==> config.mk <==
export PLATFORM = sky130hd
export DESIGN_NAME = id_ex_stage
export DESIGN_NICKNAME = d
export VERILOG_FILES = /design/src/rtl/cpu_pkg.sv /design/src/rtl/id_ex_stage_fwd_mux.sv /design/src/rtl/id_ex_stage.sv
export SDC_FILE = /design/constraint.sdc
export NUM_CORES = 1
export LEC_CHECK = 0
export ABC_AREA = 1
export BUFFER_PORTS_ARGS = -buffer_cell sky130_fd_sc_hd__buf_2
export CAP_MARGIN = 20
export CORE_AREA = 2 2 237 239
export CTS_BUF_LIST = sky130_fd_sc_hd__clkbuf_4 sky130_fd_sc_hd__clkbuf_8
export CTS_CLUSTER_SIZE = 14
export DETAILED_ROUTE_END_ITERATION = 8
export DIE_AREA = 0 0 239 241
export PLACE_DENSITY_LB_ADDON = 0.05
export SLEW_MARGIN = 20
export SYNTH_ARGS = -nofsm -noshare
export SYNTH_HDL_FRONTEND = slang
export SYNTH_SLANG_ARGS = --single-unit
==> constraint.sdc <==
create_clock -name clk -period 1.7 [get_ports clk]
set_input_delay 0.34 -clock clk [delete_from_list [all_inputs] [get_ports clk]]
set_output_delay 0.34 -clock clk [all_outputs]
set_load 0.02 [all_outputs]
==> src/rtl/cpu_pkg.sv <==
// Shared CPU constants and the register-index match helper used by the
// operand forwarding logic.
package cpu_pkg;
  localparam int XLEN           = 64;
  localparam int RIDX           = 6;
  localparam int CTRLW          = 8;
  localparam int CTRL_REG_WRITE = 0;
  localparam int CTRL_MEM_READ  = 1;

  localparam logic [4:0] REG_ZERO = 5'd0;

  // True when a nonzero source index names the same architectural register.
  function automatic logic idx_match(input logic [4:0] src, input logic [4:0] dst);
    return (src != REG_ZERO) && (src == dst);
  endfunction
endpackage

==> src/rtl/id_ex_stage_fwd_mux.sv <==
// Single-operand forwarding select: x0, then EX/MEM, then MEM/WB, then the
// register file read.
module fwd_mux #(
  parameter int DATA_W = 64,
  parameter int IDX_W  = 6
) (
  input  logic [IDX_W-1:0]  i_idx,
  input  logic [DATA_W-1:0] i_rf_data,
  input  logic              i_exm_valid,
  input  logic [IDX_W-1:0]  i_exm_rd,
  input  logic [DATA_W-1:0] i_exm_data,
  input  logic              i_wb_valid,
  input  logic [IDX_W-1:0]  i_wb_rd,
  input  logic [DATA_W-1:0] i_wb_data,
  output logic [DATA_W-1:0] o_op
);
  import cpu_pkg::*;

  // Bit 5 and above never take part in register matching.
  logic w_unused_hi;
  assign w_unused_hi = ^{i_idx[IDX_W-1:5], i_exm_rd[IDX_W-1:5], i_wb_rd[IDX_W-1:5]};

  always_comb begin
    o_op = i_rf_data;
    if (i_idx[4:0] == REG_ZERO) begin
      o_op = '0;
    end else if (i_exm_valid && idx_match(i_idx[4:0], i_exm_rd[4:0])) begin
      o_op = i_exm_data;
    end else if (i_wb_valid && idx_match(i_idx[4:0], i_wb_rd[4:0])) begin
      o_op = i_wb_data;
    end
  end
endmodule

==> src/rtl/id_ex_stage.sv <==
// ID/EX pipeline register with operand forwarding, load-use bubble insertion
// and a valid/ready handshake towards execute.
module id_ex_stage #(
  parameter int XLEN  = cpu_pkg::XLEN,
  parameter int RIDX  = cpu_pkg::RIDX,
  parameter int CTRLW = cpu_pkg::CTRLW
) (
  input  logic             clk,
  input  logic             rst_n,
  input  logic             in_valid,
  output logic             in_ready,
  input  logic [RIDX-1:0]  in_rs1,
  input  logic [RIDX-1:0]  in_rs2,
  input  logic [RIDX-1:0]  in_rd,
  input  logic [XLEN-1:0]  in_data1,
  input  logic [XLEN-1:0]  in_data2,
  input  logic [XLEN-1:0]  in_imm,
  input  logic [CTRLW-1:0] in_ctrl,
  input  logic             flush,
  input  logic             exm_fwd_valid,
  input  logic [RIDX-1:0]  exm_fwd_rd,
  input  logic [XLEN-1:0]  exm_fwd_data,
  input  logic             wb_fwd_valid,
  input  logic [RIDX-1:0]  wb_fwd_rd,
  input  logic [XLEN-1:0]  wb_fwd_data,
  output logic             out_valid,
  input  logic             out_ready,
  output logic [RIDX-1:0]  out_rs1,
  output logic [RIDX-1:0]  out_rs2,
  output logic [RIDX-1:0]  out_rd,
  output logic [XLEN-1:0]  out_op_a,
  output logic [XLEN-1:0]  out_op_b,
  output logic [XLEN-1:0]  out_imm,
  output logic [CTRLW-1:0] out_ctrl,
  output logic [31:0]      stall_cnt
);
  import cpu_pkg::*;

  logic             r_valid;
  logic [RIDX-1:0]  r_rs1;
  logic [RIDX-1:0]  r_rs2;
  logic [RIDX-1:0]  r_rd;
  logic [XLEN-1:0]  r_op_a;
  logic [XLEN-1:0]  r_op_b;
  logic [XLEN-1:0]  r_imm;
  logic [CTRLW-1:0] r_ctrl;
  logic [31:0]      r_stall_cnt;

  logic [XLEN-1:0]  w_sel_a;
  logic [XLEN-1:0]  w_sel_b;
  logic             w_hazard;
  logic             w_ready;
  logic             w_capture;
  logic             w_refresh_a;
  logic             w_refresh_b;
  logic             w_stall_inc;

  fwd_mux #(.DATA_W(XLEN), .IDX_W(RIDX)) u_fwd_a (
    .i_idx       (in_rs1),
    .i_rf_data   (in_data1),
    .i_exm_valid (exm_fwd_valid),
    .i_exm_rd    (exm_fwd_rd),
    .i_exm_data  (exm_fwd_data),
    .i_wb_valid  (wb_fwd_valid),
    .i_wb_rd     (wb_fwd_rd),
    .i_wb_data   (wb_fwd_data),
    .o_op        (w_sel_a)
  );

  fwd_mux #(.DATA_W(XLEN), .IDX_W(RIDX)) u_fwd_b (
    .i_idx       (in_rs2),
    .i_rf_data   (in_data2),
    .i_exm_valid (exm_fwd_valid),
    .i_exm_rd    (exm_fwd_rd),
    .i_exm_data  (exm_fwd_data),
    .i_wb_valid  (wb_fwd_valid),
    .i_wb_rd     (wb_fwd_rd),
    .i_wb_data   (wb_fwd_data),
    .o_op        (w_sel_b)
  );

  // A load in the entry cannot forward its data yet, so a dependent consumer waits.
  assign w_hazard = r_valid && r_ctrl[CTRL_MEM_READ] &&
                    (r_rd[4:0] != REG_ZERO) &&
                    ((r_rd[4:0] == in_rs1[4:0]) || (r_rd[4:0] == in_rs2[4:0]));

  assign w_ready     = (!r_valid || out_ready) && !w_hazard;
  assign w_capture   = in_valid && w_ready && !flush;
  assign w_stall_inc = in_valid && w_hazard && out_ready && !flush;

  // A held entry picks up register file writes that land while it waits.
  assign w_refresh_a = wb_fwd_valid && idx_match(r_rs1[4:0], wb_fwd_rd[4:0]);
  assign w_refresh_b = wb_fwd_valid && idx_match(r_rs2[4:0], wb_fwd_rd[4:0]);

  always_ff @(posedge clk or negedge rst_n) begin
    if (!rst_n) begin
      r_valid <= 1'b0;
      r_rs1   <= '0;
      r_rs2   <= '0;
      r_rd    <= '0;
      r_op_a  <= '0;
      r_op_b  <= '0;
      r_imm   <= '0;
      r_ctrl  <= '0;
    end else if (flush) begin
      r_valid <= 1'b0;
      r_ctrl  <= '0;
    end else if (w_capture) begin
      r_valid <= 1'b1;
      r_rs1   <= in_rs1;
      r_rs2   <= in_rs2;
      r_rd    <= in_rd;
      r_op_a  <= w_sel_a;
      r_op_b  <= w_sel_b;
      r_imm   <= in_imm;
      r_ctrl  <= in_ctrl;
    end else if (r_valid && out_ready) begin
      r_valid <= 1'b0;
      r_ctrl  <= '0;
    end else if (r_valid) begin
      if (w_refresh_a) r_op_a <= wb_fwd_data;
      if (w_refresh_b) r_op_b <= wb_fwd_data;
    end
  end

  always_ff @(posedge clk or negedge rst_n) begin
    if (!rst_n) begin
      r_stall_cnt <= '0;
    end else if (w_stall_inc) begin
      r_stall_cnt <= r_stall_cnt + 32'd1;
    end
  end

  assign in_ready  = w_ready;
  assign out_valid = r_valid;
  assign out_rs1   = r_rs1;
  assign out_rs2   = r_rs2;
  assign out_rd    = r_rd;
  assign out_op_a  = r_op_a;
  assign out_op_b  = r_op_b;
  assign out_imm   = r_imm;
  assign out_ctrl  = r_ctrl;
  assign stall_cnt = r_stall_cnt;
endmodule

Word-level counts from Yosys, hierarchy flattened --
Cells that the tools add are included.
Storage, ports and cells: word-level logic and storage cells 81, input bits 365, flip-flop bits (word level) 251, output and inout port bits 252
Cells by class: mux-type cells 20, eq/ne operators 9, bitwise gates (word level) 1, add/subtract/negate cells 1, reduce and logical (&&, ||, !) cells 41
Operator list (number):
- $mux 64 | 14
- $eq 5x5->1 | 8
- $add 32x1->32 const B | 1
- $reduce_bool 5->1 | 5
- $mux 8 | 3
- $logic_and 1x1->1 | 22
- $logic_not 5->1 | 2
- $reduce_and 4->1 | 2
- $reduce_bool 2->1 | 3
- $logic_not 1->1 | 3
- $mux 1 | 3
- $reduce_bool 3->1 | 1
- $logic_or 1x1->1 | 2
- $ne 2x2->1 const B | 1
- $reduce_and 2->1 | 1
- $not 1->1 | 1

Logic depth before layout (Yosys ltp) --
Gate-level depths: netlist of run 1.
word-level depth 9, gate-level depth with buffers 15, depth with buffers taken out 13

By module --
Synthesis of run 1 repeated with hierarchy kept, for this count alone.
Unflattened totals: cell total of the unflattened synthesis 2571, area, all modules 17396.7 um2
By module, submodules not included:
- id_ex_stage | area an instance 12071.6 um2, seq. area each 6281.0 um2, instances 1, cells each 1471
- fwd_mux | area an instance 2662.6 um2, seq. area each 0.0 um2, instances 2, cells each 550

Worst setup path before layout of run 1 --
OpenSTA, ideal clock, no wires.
path kind reg-to-reg, start reg r_stall_cnt[0], in the netlist stall_cnt[0], end reg r_stall_cnt[12], in the netlist stall_cnt[12], setup slack -0.019 ns, library setup time 0.080 ns, path buffers 0, period minus slack after synthesis 1.719 ns, arrival 1.640 ns, stages on the path, launching flop included 11, data required time 1.620 ns, cells stage by stage dfrtp_1 -> ha_1 -> nand3_1 -> nor2_1 -> inv_1 -> nor2_1 -> inv_1 -> nor2_1 -> nand3_1 -> nor2_1 -> xor2_1
On the way: cells in the longest elaborated chain, start to end 1
Ends and longest elaborated chain:
- start, declared | RTL line id_ex_stage.sv:47 | logic [31:0] r_stall_cnt;
- start signal, assigned | RTL line id_ex_stage.sv:130 | r_stall_cnt <= r_stall_cnt + 32'd1;
- $add 32x1->32 | RTL line id_ex_stage.sv:130
Every way passes these cells. A chain may end at the register's enable or synchronous reset.

Worst setup path after layout of run 1 --
start reg r_rd[0], in the netlist out_rd[0], end out in_ready
On the way: cells in the longest elaborated chain, start to end 5, elaborated cells between the ends (all ways) 8, classes of those cells eq/ne (2); reduce/logical (6)
Ends and longest elaborated chain:
- start, declared | RTL line id_ex_stage.sv:42 | logic [RIDX-1:0] r_rd;
- start signal, assigned | RTL line id_ex_stage.sv:112 | r_rd <= in_rd;
- $eq 5x5->1 or $reduce_bool 5->1 (tied branches) | RTL line id_ex_stage.sv:85, id_ex_stage.sv:84
- $logic_or 1x1->1 or $logic_and 1x1->1 (tied branches) | RTL line id_ex_stage.sv:85, id_ex_stage.sv:83
- $logic_and 1x1->1 (*) | RTL line id_ex_stage.sv:84 | (r_rd[4:0] != REG_ZERO) &&
- $logic_not 1->1 (*) | RTL line id_ex_stage.sv:87 | assign w_ready = (!r_valid || out_ready) && !w_hazard;
- $logic_and 1x1->1 (*) | RTL line id_ex_stage.sv:87
- end, declared | RTL line id_ex_stage.sv:11 | output logic in_ready,
Every way passes the cells marked *; elsewhere a longest branch is shown, timed or not.

==> metrics.log, run 1 <==
[metrics] highest net fanout along the worst path: 5
[metrics] violated checks: setup timing
[metrics] Total Die Area: 0.0576 mm²
[metrics] initial antenna violation count: 24
[metrics] Max-Slew Margin vs Limit: 0.630
[metrics] CTS sink count: ~250
[metrics] number of routed nets with antenna violations: 0
[metrics] commonest non-fill, non-tap cell in the layout: sky130_fd_sc_hd__nand2_1
[metrics] Seq/Total Area, Yosys: 0.372
[metrics] post-CTS clock slew at the launch and capture registers of the worst setup and hold paths: 60 ps
[metrics] CP delay by family, top: simple AND/OR/NAND/NOR gates
[metrics] number of global-route vias before repair: roughly 21000
[metrics] number of buffers inserted during clock tree synthesis: between 50 and 60
[metrics] detailed-route DRC error count: 0
[metrics] maximum clock insertion buffer count: 3
[metrics] worst hold path class: in -> reg
[metrics] compound-gate portion of the synthesized area: 0.0841
[metrics] Overflow after GRT: 0
[metrics] Syn Std Cell Area: 0.0169 mm²
[metrics] fraction of power spent switching nets: 0.365
[metrics] sequence of cells on the critical path: inv_1 -> nand2_1 -> nand2_1 -> nor2_2 -> nand3_1 -> nand2_2 -> nand2_2 -> buf_6 -> nand2_4 -> inv_2 -> buf_6
[metrics] most frequent cells in the layout: 900 x sky130_fd_sc_hd__nand2_1, 612 x sky130_fd_sc_hd__buf_2, 414 x sky130_fd_sc_hd__nand3_1
[metrics] run status: finished, violations left
[metrics] distinct cell type count after synthesis: 30
[metrics] HPWL reported at the end of detailed placement: between 60 and 70 mm
[metrics] Startpoint Class: flip-flop
[metrics] GRT Util Overall: 0.310
[metrics] post-route non-filler standard cell count: 4350
[metrics] Hold Vio Cnt, Final: 0
[metrics] Crit Path Class: reg -> out
[metrics] Syn. warnings: 0
[metrics] data arrival at the endpoint of the critical path: 1980 ps
[metrics] Sequential Power Share: 0.343
[metrics] placeable core region: 0.0549 mm²
[metrics] clock skew: 32.2 ps
[metrics] Hold Worst Slack: roughly 43 ps
[metrics] minimum setup slack in the final design: -623 ps
[metrics] shortest clock period the worst path allows after layout: between 2000 and 2500 ps
[metrics] max-slew violation count: 0
[metrics] insertion delay to the later sink of the worst-skew pair: roughly 660 ps
[metrics] deepest level of the CTS H-tree: 2
[metrics] WP data required: ~1400 ps
[metrics] internal power: roughly 14 mW
[metrics] dominant cell type by area after synthesis: sky130_fd_sc_hd__dfrtp_1
[metrics] final count of negative-setup-slack endpoints: 267
[metrics] Gate power share: 0.330
[metrics] I/O Buffers: 614
[metrics] largest family of logic cells by synthesized area: simple AND/OR/NAND/NOR gates
[metrics] delay contributed by the slowest stage of the critical path: 430 ps
[metrics] master of the slowest instance on the critical path: sky130_fd_sc_hd__dfrtp_1
[metrics] post-synthesis to final-layout area growth: 62.7%
[metrics] vertical extent of the die: 241 µm
[metrics] Post-Synthesis Mean Instance Area: 6.28 µm²
[metrics] VDD IR-drop max: 605 µV
[metrics] slew of the pin with the lowest slew margin: roughly 550 ps
[metrics] CTS tree: built
[metrics] maximum achievable frequency: ~430 MHz
[metrics] sw power: 7.91 mW
[metrics] number of buffers and inverters on the critical path: 4
[metrics] unrepaired setup endpoints after global routing: true
[metrics] width of the die: 239 µm
[metrics] layout cell share with drive strength beyond 1: 0.323
[metrics] simple-gate share of the synthesized area: 0.386
[metrics] xor/xnor cell area share of the yosys netlist: 0.0181
[metrics] Root Driver: sky130_fd_sc_hd__clkbuf_8
[metrics] flip-flop and latch count after synthesis: roughly 250
[metrics] Maximum Capacitance Violations: 0
[metrics] Power Total: 21.7 mW
[metrics] Area contributors post-synth: sky130_fd_sc_hd__dfrtp_1 37%, sky130_fd_sc_hd__nand2_1 21%, sky130_fd_sc_hd__nand3_1 12%
[metrics] leakage power figure: 15.1 nW
[metrics] proportion of netlist area held by the largest area contributor: 0.372
[metrics] number of placement rows: 86
[metrics] Worst Setup End Kind: output port
[metrics] number of DRC markers in iteration 0: 1779
[metrics] post-route core utilization: 0.501
[metrics] count of TritonRoute iterations in the first routing pass: 5
[metrics] mux contribution to synthesized area: 0
[metrics] number of primary I/O pins: 617
[metrics] weighted congestion reported at the end of routability-driven placement: 0.911
[metrics] Starting Density: 0.308
[metrics] total routed wirelength: 91.5 mm
[metrics] ratio of final minimum period to clock period: 1.37
[metrics] relative contribution of the clock network to total power: 0.327
[metrics] wire length of the first global-routing pass: approximately 130 mm
[metrics] via count: between 20000 and 25000
[metrics] PwrDens: 788 mW/mm²
[metrics] Gate Count Post-Synth: 2691
[metrics] via/cell ratio: 5.01
[metrics] largest net degree at the start of global routing: 65
[metrics] detail-routed net length per standard cell: roughly 21 µm
[metrics] nets in the synthesized netlist: 3057
[metrics] layout filler cell count: 5638
[metrics] number of nets in the layout: between 3000 and 4000
[metrics] total instance count after detailed placement: about 4000
[metrics] synthesized-area fraction occupied by adder cells: 0.000740
==> through the flow <==
stage / setup TNS (ps) / area [µm²] / setup slack (ps)
finish: -102120 / 27500 / -623
global route: -138320 / 27500 / -775
CTS: -99720 / 27500 / -684
detailed placement: -67470 / 22400 / -400
global placement: -66690 / 22400 / -410
floorplan: 0 / 16900 / 2.42
==> registers in the layout, summed over array words and instances, names as in the netlist <==
register   count
out_rs1        6
stall_cnt     32
out_rs2        6
out_ctrl       8
out_op_a      64
out_op_b      64
out_imm       64
out_rd         6
out_valid      1
==> cells by family after synthesis <==
family          Yosys count
buf+inv                 551
xor+xnor                 35
simple gates           1570
compound gates          283
flops                   251
fa+ha+maj                 1
==> synth_stat cells <==
library cell               instances
sky130_fd_sc_hd__nand2_1         933
sky130_fd_sc_hd__a21oi_1         132
sky130_fd_sc_hd__nand3_1         417
sky130_fd_sc_hd__nand3_2           1
sky130_fd_sc_hd__nand4_2           2
sky130_fd_sc_hd__o211a_1           1
sky130_fd_sc_hd__nor2_2            4
sky130_fd_sc_hd__dfrtp_1         251
sky130_fd_sc_hd__nand2_4           1
sky130_fd_sc_hd__buf_6             2
sky130_fd_sc_hd__o22ai_1           1
sky130_fd_sc_hd__nor3_1           17
sky130_fd_sc_hd__xor2_1           21
sky130_fd_sc_hd__nor4_1            1
sky130_fd_sc_hd__o21ai_1          35
sky130_fd_sc_hd__inv_1           297
sky130_fd_sc_hd__o21ai_0         114
sky130_fd_sc_hd__clkinv_1         67
sky130_fd_sc_hd__nand2_8           1
sky130_fd_sc_hd__nor3b_1           1
sky130_fd_sc_hd__nand4_1           6
sky130_fd_sc_hd__nor2_1          183
sky130_fd_sc_hd__ha_1              1
sky130_fd_sc_hd__buf_1            13
sky130_fd_sc_hd__buf_4            41
sky130_fd_sc_hd__inv_2            18
sky130_fd_sc_hd__buf_2            99
sky130_fd_sc_hd__nand2_2           3
sky130_fd_sc_hd__xnor2_1          14
sky130_fd_sc_hd__clkbuf_1         14
==> final timing paths <==
path                                    startpoint                        to  slack [ps]  depth (start not counted)
min reg2reg                out_imm[55]$_DFFE_PN0P_   out_imm[55]$_DFFE_PN0P_         480                          2
min                                wb_fwd_data[55]  out_op_b[55]$_DFFE_PN0P_          40                          3
max in group asynchronous                    rst_n  out_op_a[27]$_DFFE_PN0P_         810                          3
min in group asynchronous                    rst_n   out_op_b[5]$_DFFE_PN0P_         240                          2
max reg2reg                  out_rd[0]$_DFFE_PN0P_  out_op_a[28]$_DFFE_PN0P_        -540                         16
max                          out_rd[0]$_DFFE_PN0P_                  in_ready        -620                         11
==> worst register-to-register path, stage by stage (launching register included) <==
cell and delay, ps:
sky130_fd_sc_hd__dfrtp_1 440, sky130_fd_sc_hd__inv_1 100, sky130_fd_sc_hd__buf_4 130, sky130_fd_sc_hd__nand3_1 100, sky130_fd_sc_hd__nand3_1 100, sky130_fd_sc_hd__inv_2 50, sky130_fd_sc_hd__nand2_2 70, sky130_fd_sc_hd__buf_4 110
sky130_fd_sc_hd__nand3_4 100, sky130_fd_sc_hd__buf_12 170, sky130_fd_sc_hd__buf_12 130, sky130_fd_sc_hd__inv_16 80, sky130_fd_sc_hd__buf_12 150, sky130_fd_sc_hd__buf_6 130, sky130_fd_sc_hd__buf_16 120, sky130_fd_sc_hd__nand2_1 60
sky130_fd_sc_hd__a21oi_1 130
==> area by class of cell <==
type	instances	area, µm²	share of cell area
multi-input combinational	1890	8850	0.322
timing repair buffer	1016	8870	0.322
sequential	251	6290	0.229
antenna	13	32.5	0.00118
clock buffer	83	1030	0.0374
clock inverter	10	85.1	0.00309
tap	704	881	0.0320
inverter	382	1460	0.0529
timing repair inverter	1	20.0	0.000728
==> repair_timing <==
action                                  4_1_cts  5_1_grt
hold endpoints to repair                    141        0
hold buffers                                 96        0
endpoints found under the setup margin      285      288
resized for setup                           282       14
gates cloned                                 56        0
pin swaps                                    70        5
setup buffers                                58        3
==> routing by layer <==
metal / part of all wire / up-vias / GRT usage / routed length (µm)
li1: - / 10200 / - / -
met1: 0.41 / 10400 / 0.399 / 37400
met2: 0.47 / 983 / 0.504 / 43200
met3: 0.079 / 211 / 0.0690 / 7220
met4: 0.039 / 14 / 0.123 / 3580
met5: 0.0010 / - / 0 / 93
==> power by group through the flow <==
stage / Combinational (mW) / Clock (mW) / Sequential, mW
after floorplan: 1.95 / 0 / 8.39
after global placement: 5.77 / 0 / 7.45
after detailed placement: 5.80 / 0 / 7.44
after CTS: 7.14 / 7.23 / 7.41
after global routing: 7.66 / 7.52 / 7.51
final: 7.16 / 7.08 / 7.43
Power figures use the tool's default switching activity.
==> run 2, diff against run 1 <==
--- a/config.mk
+++ b/config.mk
@@ -14,7 +14,7 @@
 export DETAILED_ROUTE_END_ITERATION = 8
 export DIE_AREA = 0 0 239 241
 export PLACE_DENSITY_LB_ADDON = 0.05
-export SLEW_MARGIN = 20
+export RECOVER_POWER = 100
 export SYNTH_ARGS = -nofsm -noshare
 export SYNTH_HDL_FRONTEND = slang
 export SYNTH_SLANG_ARGS = --single-unit
==> run 2 against run 1 <==
Effect of this change:
- the flow still finishes with violations (setup timing)
- cell count barely moved
- via count rose by 0.14%
- die area did not move
- clock-buffer cell count did not move
- flip-flop and latch count did not move
- register-to-register slack barely moved
- fmax rose by 0.22%
- clock skew fell by 0.76 ps
- sequential power barely moved
- setup slack improved by 5.1 ps
- critical path type unchanged
- critical endpoint unchanged
- largest power group unchanged
- highest routed layer unchanged
==> metrics.log, run 2 (synthesis results as in run 1) <==
[metrics] placeable core region: 0.0549 mm² (unchanged)
[metrics] Crit Path Class: reg -> out
[metrics] delay contributed by the slowest stage of the critical path: 430 ps (about the same)
[metrics] wire length of the first global-routing pass: 134 mm (unchanged)
[metrics] data arrival at the endpoint of the critical path: 1980 ps (about the same)
[metrics] width of the die: 239 µm (unchanged)
[metrics] run status: finished, violations left
[metrics] detail-routed net length per standard cell: 21.0 µm (-0.12%)
[metrics] detailed-route DRC error count: 0 (unchanged)
[metrics] worst hold path class: in -> reg
[metrics] Maximum Capacitance Violations: 0 (unchanged)
[metrics] Setup crit start: out_rd[0]$_DFFE_PN0P_
[metrics] startpoint of the worst register-to-register path: out_rd[0]$_DFFE_PN0P_
[metrics] I/O Buffers: 614 (unchanged)
[metrics] number of routed nets with antenna violations: 0 (unchanged)
[metrics] HPWL reported at the end of detailed placement: 60.8 mm (unchanged)
[metrics] Total Die Area: 0.0576 mm² (unchanged)
[metrics] number of nets in the layout: 3961 (unchanged)
[metrics] insertion delay to the later sink of the worst-skew pair: 660 ps (about the same)
[metrics] CTS tree: built
[metrics] violated checks: setup timing
[metrics] leakage power figure: 15.0 nW (-1.1%)
[metrics] number of placement rows: 86 (unchanged)
[metrics] Hold Worst Slack: 47.4 ps (+3.93 ps)
[metrics] pre-CTS WS: -400 ps (unchanged)
[metrics] clock skew: 31.5 ps (-0.759 ps)
[metrics] number of global-route vias before repair: 21200 (unchanged)
[metrics] Max-Slew Margin vs Limit: 0.405 (-0.225)
[metrics] shortest clock period the worst path allows after layout: 2320 ps (-5.06 ps)
[metrics] number of DRC markers in iteration 0: 1712 (-3.8%)
[metrics] final count of negative-setup-slack endpoints: 266 (-0.37%)
[metrics] via/cell ratio: 5.02 (+0.16%)
[metrics] sequence of cells on the critical path: inv_1 -> nand2_1 -> nand2_1 -> nor2_2 -> nand3_1 -> nand2_2 -> nand2_2 -> buf_6 -> nand2_4 -> inv_2 -> buf_6
[metrics] vertical extent of the die: 241 µm (unchanged)
[metrics] Starting Density: 0.308 (unchanged)
[metrics] initial antenna violation count: 24 (unchanged)
[metrics] max-slew violation count: 0 (unchanged)
[metrics] GRT Util Overall: 0.310 (unchanged)
[metrics] cell area after placement: 0.0224 mm² (unchanged)
[metrics] cells on worst reg2reg path: 16 (unchanged)
[metrics] Root Driver: sky130_fd_sc_hd__clkbuf_8
[metrics] maximum achievable frequency: 431 MHz (+0.22%)
[metrics] total negative slack for setup checks: -101960 ps (+159 ps)
[metrics] number of buffers inserted during clock tree synthesis: 53 (unchanged)
[metrics] number of primary I/O pins: 617 (unchanged)
[metrics] maximum clock insertion buffer count: 3 (unchanged)
[metrics] slew of the pin with the lowest slew margin: 892 ps (+337 ps)
[metrics] VDD IR-drop max: 605 µV (about the same)
[metrics] CTS sink count: 251 (unchanged)
[metrics] highest net fanout along the worst path: 5 (unchanged)
[metrics] CP endpoint: in_ready
[metrics] commonest non-fill, non-tap cell in the layout: sky130_fd_sc_hd__nand2_1
[metrics] Worst Setup End Kind: output port
[metrics] PwrDens: 790 mW/mm² (+0.26%)
[metrics] Crit Reg-Reg Endpoint: out_op_b[28]$_DFFE_PN0P_
[metrics] post-CTS clock slew at the launch and capture registers of the worst setup and hold paths: 60 ps (about the same)
[metrics] Startpoint Class: flip-flop
[metrics] ratio of final minimum period to clock period: 1.36 (-0.00298)
[metrics] most frequent cells in the layout: 900 x sky130_fd_sc_hd__nand2_1, 414 x sky130_fd_sc_hd__nand3_1, 402 x sky130_fd_sc_hd__buf_2
[metrics] via count: 21800 (+0.14%)
[metrics] post-synthesis to final-layout area growth: 61.7%
[metrics] largest net degree at the start of global routing: 65 (unchanged)
[metrics] unrepaired setup endpoints after global routing: true
[metrics] layout cell share with drive strength beyond 1: 0.311 (-0.0121)
[metrics] final std cell area, no fill: 0.0273 mm² (-0.63%)
[metrics] minimum setup slack in the final design: -618 ps (+5.06 ps)
[metrics] count of TritonRoute iterations in the first routing pass: 8 (+3)
[metrics] weighted congestion reported at the end of routability-driven placement: 0.911 (unchanged)
[metrics] WP data required: 1360 ps (about the same)
[metrics] Overflow after GRT: 0 (unchanged)
[metrics] register-to-register setup slack: -530 ps (about the same)
[metrics] deepest level of the CTS H-tree: 2 (unchanged)
[metrics] master of the slowest instance on the critical path: sky130_fd_sc_hd__dfrtp_1
[metrics] Hold Vio Cnt, Final: 0 (unchanged)
[metrics] total routed wirelength: 91.4 mm (-0.15%)
## run 2: critical path, delay by kind of cell (launching register included)
kind	cells	cell delay (ps)
buf+inv	4	360
simple gates	7	530
flops	1	430
## run 2: worst min path at each step
| stage | from | end | slack [ps] | depth (start not counted) |
|---|---|---|---|---|
| after global routing | wb_fwd_data[32] | out_op_b[32]$_DFFE_PN0P_ | 20 | 3 |
| after detailed placement | rst_n | out_op_a[35]$_DFFE_PN0P_ | 320 | 1 |
| after CTS | wb_fwd_data[32] | out_op_b[32]$_DFFE_PN0P_ | 1 | 3 |
| after floorplan | rst_n | out_ctrl[0]$_DFFE_PN0P_ | 40 | 0 |
| after global placement | rst_n | out_op_a[35]$_DFFE_PN0P_ | 330 | 1 |
| final | wb_fwd_data[55] | out_op_b[55]$_DFFE_PN0P_ | 50 | 3 |
## run 2: where the power goes
part	switching, mW	internal [mW]	leakage, nW
logic	4.19	2.87	11.3
registers	0.651	6.81	3.08
clock network	3.08	3.98	0.602
## run 2: cell type report
type | instances | area (µm²)
antenna | 12 | 30.0
clock buffer | 83 | 1030
clock inverter | 10 | 85.1
fill | 5673 | 27500
inverter | 382 | 1460
multi-input combinational | 1890 | 8850
sequential | 251 | 6290
tap | 704 | 881
timing repair buffer | 1016 | 8700
timing repair inverter | 1 | 20.0
## run 2: per-layer routing
metal / global-route usage / part of all wire / wire length (µm)
met1: 0.399 / 0.41 / 37400
met2: 0.504 / 0.47 / 43000
met3: 0.0690 / 0.079 / 7220
met4: 0.123 / 0.040 / 3630
met5: 0 / 0.0010 / 92
## run 2: metrics by stage
step | total power [mW] | cells | util
5_1_grt | 22.6 | 4347 | 0.498
2_1_floorplan | 10.3 | 2691 | -
6_report | 21.6 | 4349 | 0.498
4_1_cts | 21.8 | 4336 | 0.501
3_5_place_dp | 13.2 | 4033 | 0.407
3_3_place_gp | 13.2 | 4033 | 0.407
## run 2: repair_timing
action                     in CTS  in global routing
buffers inserted               58                  3
resized for setup             282                 14
gates cloned                   56                  0
pin swaps                      70                  5
hold endpoints to repair      141                  0
hold buffers                   96                  0
setup endpoints to repair     285                288
==> run 3, diff against run 2 <==
--- a/config.mk
+++ b/config.mk
@@ -15,6 +15,7 @@
 export DIE_AREA = 0 0 239 241
 export PLACE_DENSITY_LB_ADDON = 0.05
 export RECOVER_POWER = 100
+export REMOVE_ABC_BUFFERS = 1
 export SYNTH_ARGS = -nofsm -noshare
 export SYNTH_HDL_FRONTEND = slang
 export SYNTH_SLANG_ARGS = --single-unit
==> run 3 against run 2 <==
Effect of this change:
- flip-flop and latch count unchanged
- die area unchanged
- sequential share of layout area decreased by 1.6 points
- design area increased by 7.7%
- the run still ends with setup timing left
- setup slack improved by 10 ps
- register-to-register slack got worse by 40 ps
- highest routed layer unchanged
- combinational power increased by 11%
- fmax increased by 0.43%
==> metrics.log, run 3 (synthesis results as in run 1) <==
[metrics] run status: finished, violations left
[metrics] violated checks: setup timing
[metrics] initial antenna violation count: 25 (+4.2%)
[metrics] leakage power figure: 15.6 nW (+4.1%)
[metrics] number of global-route vias before repair: 21400 (+1.2%)
[metrics] number of routed nets with antenna violations: 0 (unchanged)
[metrics] I/O Buffers: 614 (unchanged)
[metrics] number of placement rows: 86 (unchanged)
[metrics] Hold Worst Slack: 39.7 ps (-7.75 ps)
[metrics] Maximum Capacitance Violations: 0 (unchanged)
[metrics] Max-Slew Margin vs Limit: 0.126 (-0.279)
[metrics] maximum clock insertion buffer count: 3 (unchanged)
[metrics] layout filler cell count: 5467 (-3.6%)
[metrics] highest net fanout along the worst path: 5 (unchanged)
[metrics] sequence of cells on the critical path: nor3_2 -> nand3_1 -> nand3_1 -> inv_2 -> nand2_4 -> buf_6 -> nand2_4 -> inv_2 -> buf_6
[metrics] metal3 WL: 7.36 mm (+1.9%)
[metrics] ratio of final minimum period to clock period: 1.36 (-0.00586)
[metrics] post-CTS clock slew at the launch and capture registers of the worst setup and hold paths: 60 ps (about the same)
[metrics] CTS tree: built
[metrics] Starting Density: 0.308 (unchanged)
[metrics] maximum achievable frequency: 433 MHz (+0.43%)
[metrics] Crit Path Class: reg -> out
[metrics] max-slew violation count: 0 (unchanged)
[metrics] via/cell ratio: 5.10 (+1.7%)
[metrics] commonest non-fill, non-tap cell in the layout: sky130_fd_sc_hd__nand2_1
[metrics] highest routing layer actually used: met5
[metrics] master of the slowest instance on the critical path: sky130_fd_sc_hd__dfrtp_2
[metrics] number of primary I/O pins: 617 (unchanged)
[metrics] data arrival at the endpoint of the critical path: 1970 ps (about the same)
[metrics] Worst Setup End Kind: output port
[metrics] delay contributed by the slowest stage of the critical path: 460 ps (+30 ps)
[metrics] largest net degree at the start of global routing: 45 (-31%)
[metrics] worst hold path class: in -> reg
[metrics] clock skew: 23.3 ps (-8.17 ps)
[metrics] post-route non-filler standard cell count: 4347 (-0.046%)
[metrics] Routed met1 length: 38.8 mm (+3.9%)
[metrics] weighted congestion reported at the end of routability-driven placement: 0.915 (+0.46%)
[metrics] total negative slack for setup checks: -100920 ps (+1030 ps)
[metrics] unrepaired setup endpoints after global routing: true
[metrics] deepest level of the CTS H-tree: 2 (unchanged)
[metrics] total instance count after detailed placement: 4042 (+0.22%)
[metrics] number of buffers inserted during clock tree synthesis: 51 (-3.8%)
[metrics] slew of the pin with the lowest slew margin: 1310 ps (+419 ps)
[metrics] PwrDens: 759 mW/mm² (-4.0%)
[metrics] number of DRC markers in iteration 0: 1633 (-4.6%)
[metrics] placeable core region: 0.0549 mm² (unchanged)
[metrics] CTS sink count: 251 (unchanged)
[metrics] Root Driver: sky130_fd_sc_hd__clkbuf_8
[metrics] minimum setup slack in the final design: -608 ps (+9.97 ps)
[metrics] Hold Vio Cnt, Final: 0 (unchanged)
[metrics] detail-routed net length per standard cell: 22.1 µm (+5.3%)
[metrics] HPWL reported at the end of detailed placement: 61.0 mm (+0.35%)
[metrics] vertical extent of the die: 241 µm (unchanged)
[metrics] VDD IR-drop max: 560 µV (-7.4%)
[metrics] wire length of the first global-routing pass: 136 mm (+1.5%)
[metrics] Overflow after GRT: 0 (unchanged)
[metrics] insertion delay to the later sink of the worst-skew pair: 640 ps (-20 ps)
[metrics] number of nets in the layout: 3960 (-0.025%)
[metrics] routed wire length on met2: 46.4 mm (+7.8%)
[metrics] Startpoint Class: flip-flop
[metrics] GRT Util Overall: 0.316 (+0.00681)
[metrics] final count of negative-setup-slack endpoints: 258 (-3.0%)
[metrics] via count: 22200 (+1.6%)
[metrics] WP data required: 1360 ps (about the same)
[metrics] layout cell share with drive strength beyond 1: 0.424 (+0.113)
[metrics] most frequent cells in the layout: 699 x sky130_fd_sc_hd__nand2_1, 413 x sky130_fd_sc_hd__nand3_1, 381 x sky130_fd_sc_hd__buf_2
[metrics] count of TritonRoute iterations in the first routing pass: 5 (-3)
[metrics] width of the die: 239 µm (unchanged)
[metrics] shortest clock period the worst path allows after layout: 2310 ps (-9.97 ps)
[metrics] post-synthesis to final-layout area growth: 74.1%
[metrics] total routed wirelength: 96.2 mm (+5.3%)
[metrics] Total Die Area: 0.0576 mm² (unchanged)
[metrics] detailed-route DRC error count: 0 (unchanged)
run 3: cell count changes in the layout (fill, tap and decap cells not counted), sizes merged:
cell	delta
buf	+20
bufbuf	-9
bufinv	-1
clkinv	-1
diode	+4
dlygate4sd3	-12
inv	-3
run 3: final timing paths:
check / slack, ps / start / cells after the start / to
max in group asynchronous: 80 / rst_n / 3 / out_op_b[13]$_DFFE_PN0P_
worst max register to register: -570 / out_rd[4]$_DFFE_PN0P_ / 14 / out_op_b[55]$_DFFE_PN0P_
worst min register to register: 490 / out_imm[62]$_DFFE_PN0P_ / 2 / out_imm[62]$_DFFE_PN0P_
worst max-delay path: -610 / out_rd[4]$_DFFE_PN0P_ / 9 / in_ready
min in group asynchronous: 530 / rst_n / 2 / out_rd[2]$_DFFE_PN0P_
worst min-delay path: 40 / wb_fwd_data[40] / 3 / out_op_b[40]$_DFFE_PN0P_
run 3: layer usage:
layer / vias to the layer above / GRT usage
li1: 10200 / -
met1: 10800 / 0.403
met2: 944 / 0.527
met3: 210 / 0.0645
met4: 20 / 0.123
met5: - / 0
run 3: critical path, delay by kind of cell, from the launching register on:
family                 cells  cell delay, ps
and+or+nand+nor            5             540
DFF                        1             460
buffers and inverters      4             330
run 3: layout make-up:
| cell class | count | area, µm² | area share |
|---|---|---|---|
| antenna | 16 | 40.0 | 0.00136 |
| clock buffer | 80 | 1030 | 0.0349 |
| clock inverter | 6 | 30.0 | 0.00102 |
| inverter | 382 | 1460 | 0.0494 |
| multi-input combinational | 1890 | 11000 | 0.373 |
| sequential | 251 | 6290 | 0.214 |
| tap | 704 | 881 | 0.0299 |
| timing repair buffer | 1018 | 8730 | 0.296 |
run 3: what timing repair did:
action | in CTS | in global routing
endpoints found under the hold margin | 265 | 0
setup buffers | 70 | 33
endpoints found under the setup margin | 280 | 262
cloned | 50 | 10
pin swaps | 23 | 231
resized for setup | 331 | 736
hold buffers | 84 | 0
run 3: stage by stage:
step                      area, µm²  utilization  power [mW]  worst slack (ps)
after floorplan               16000            -        10.2             -4140
after global placement        22400        0.408        13.3              -461
after detailed placement      22400        0.408        13.3              -446
after CTS                     27300        0.498        21.6              -660
after global routing          29400        0.536        23.3              -730
final                         29400        0.536        22.3              -608
run 3: where the power goes:
part	switching, mW	internal [mW]	leakage (nW)
registers	0.843	6.81	3.07
clock network	3.06	3.78	0.568
logic	4.63	3.20	11.9
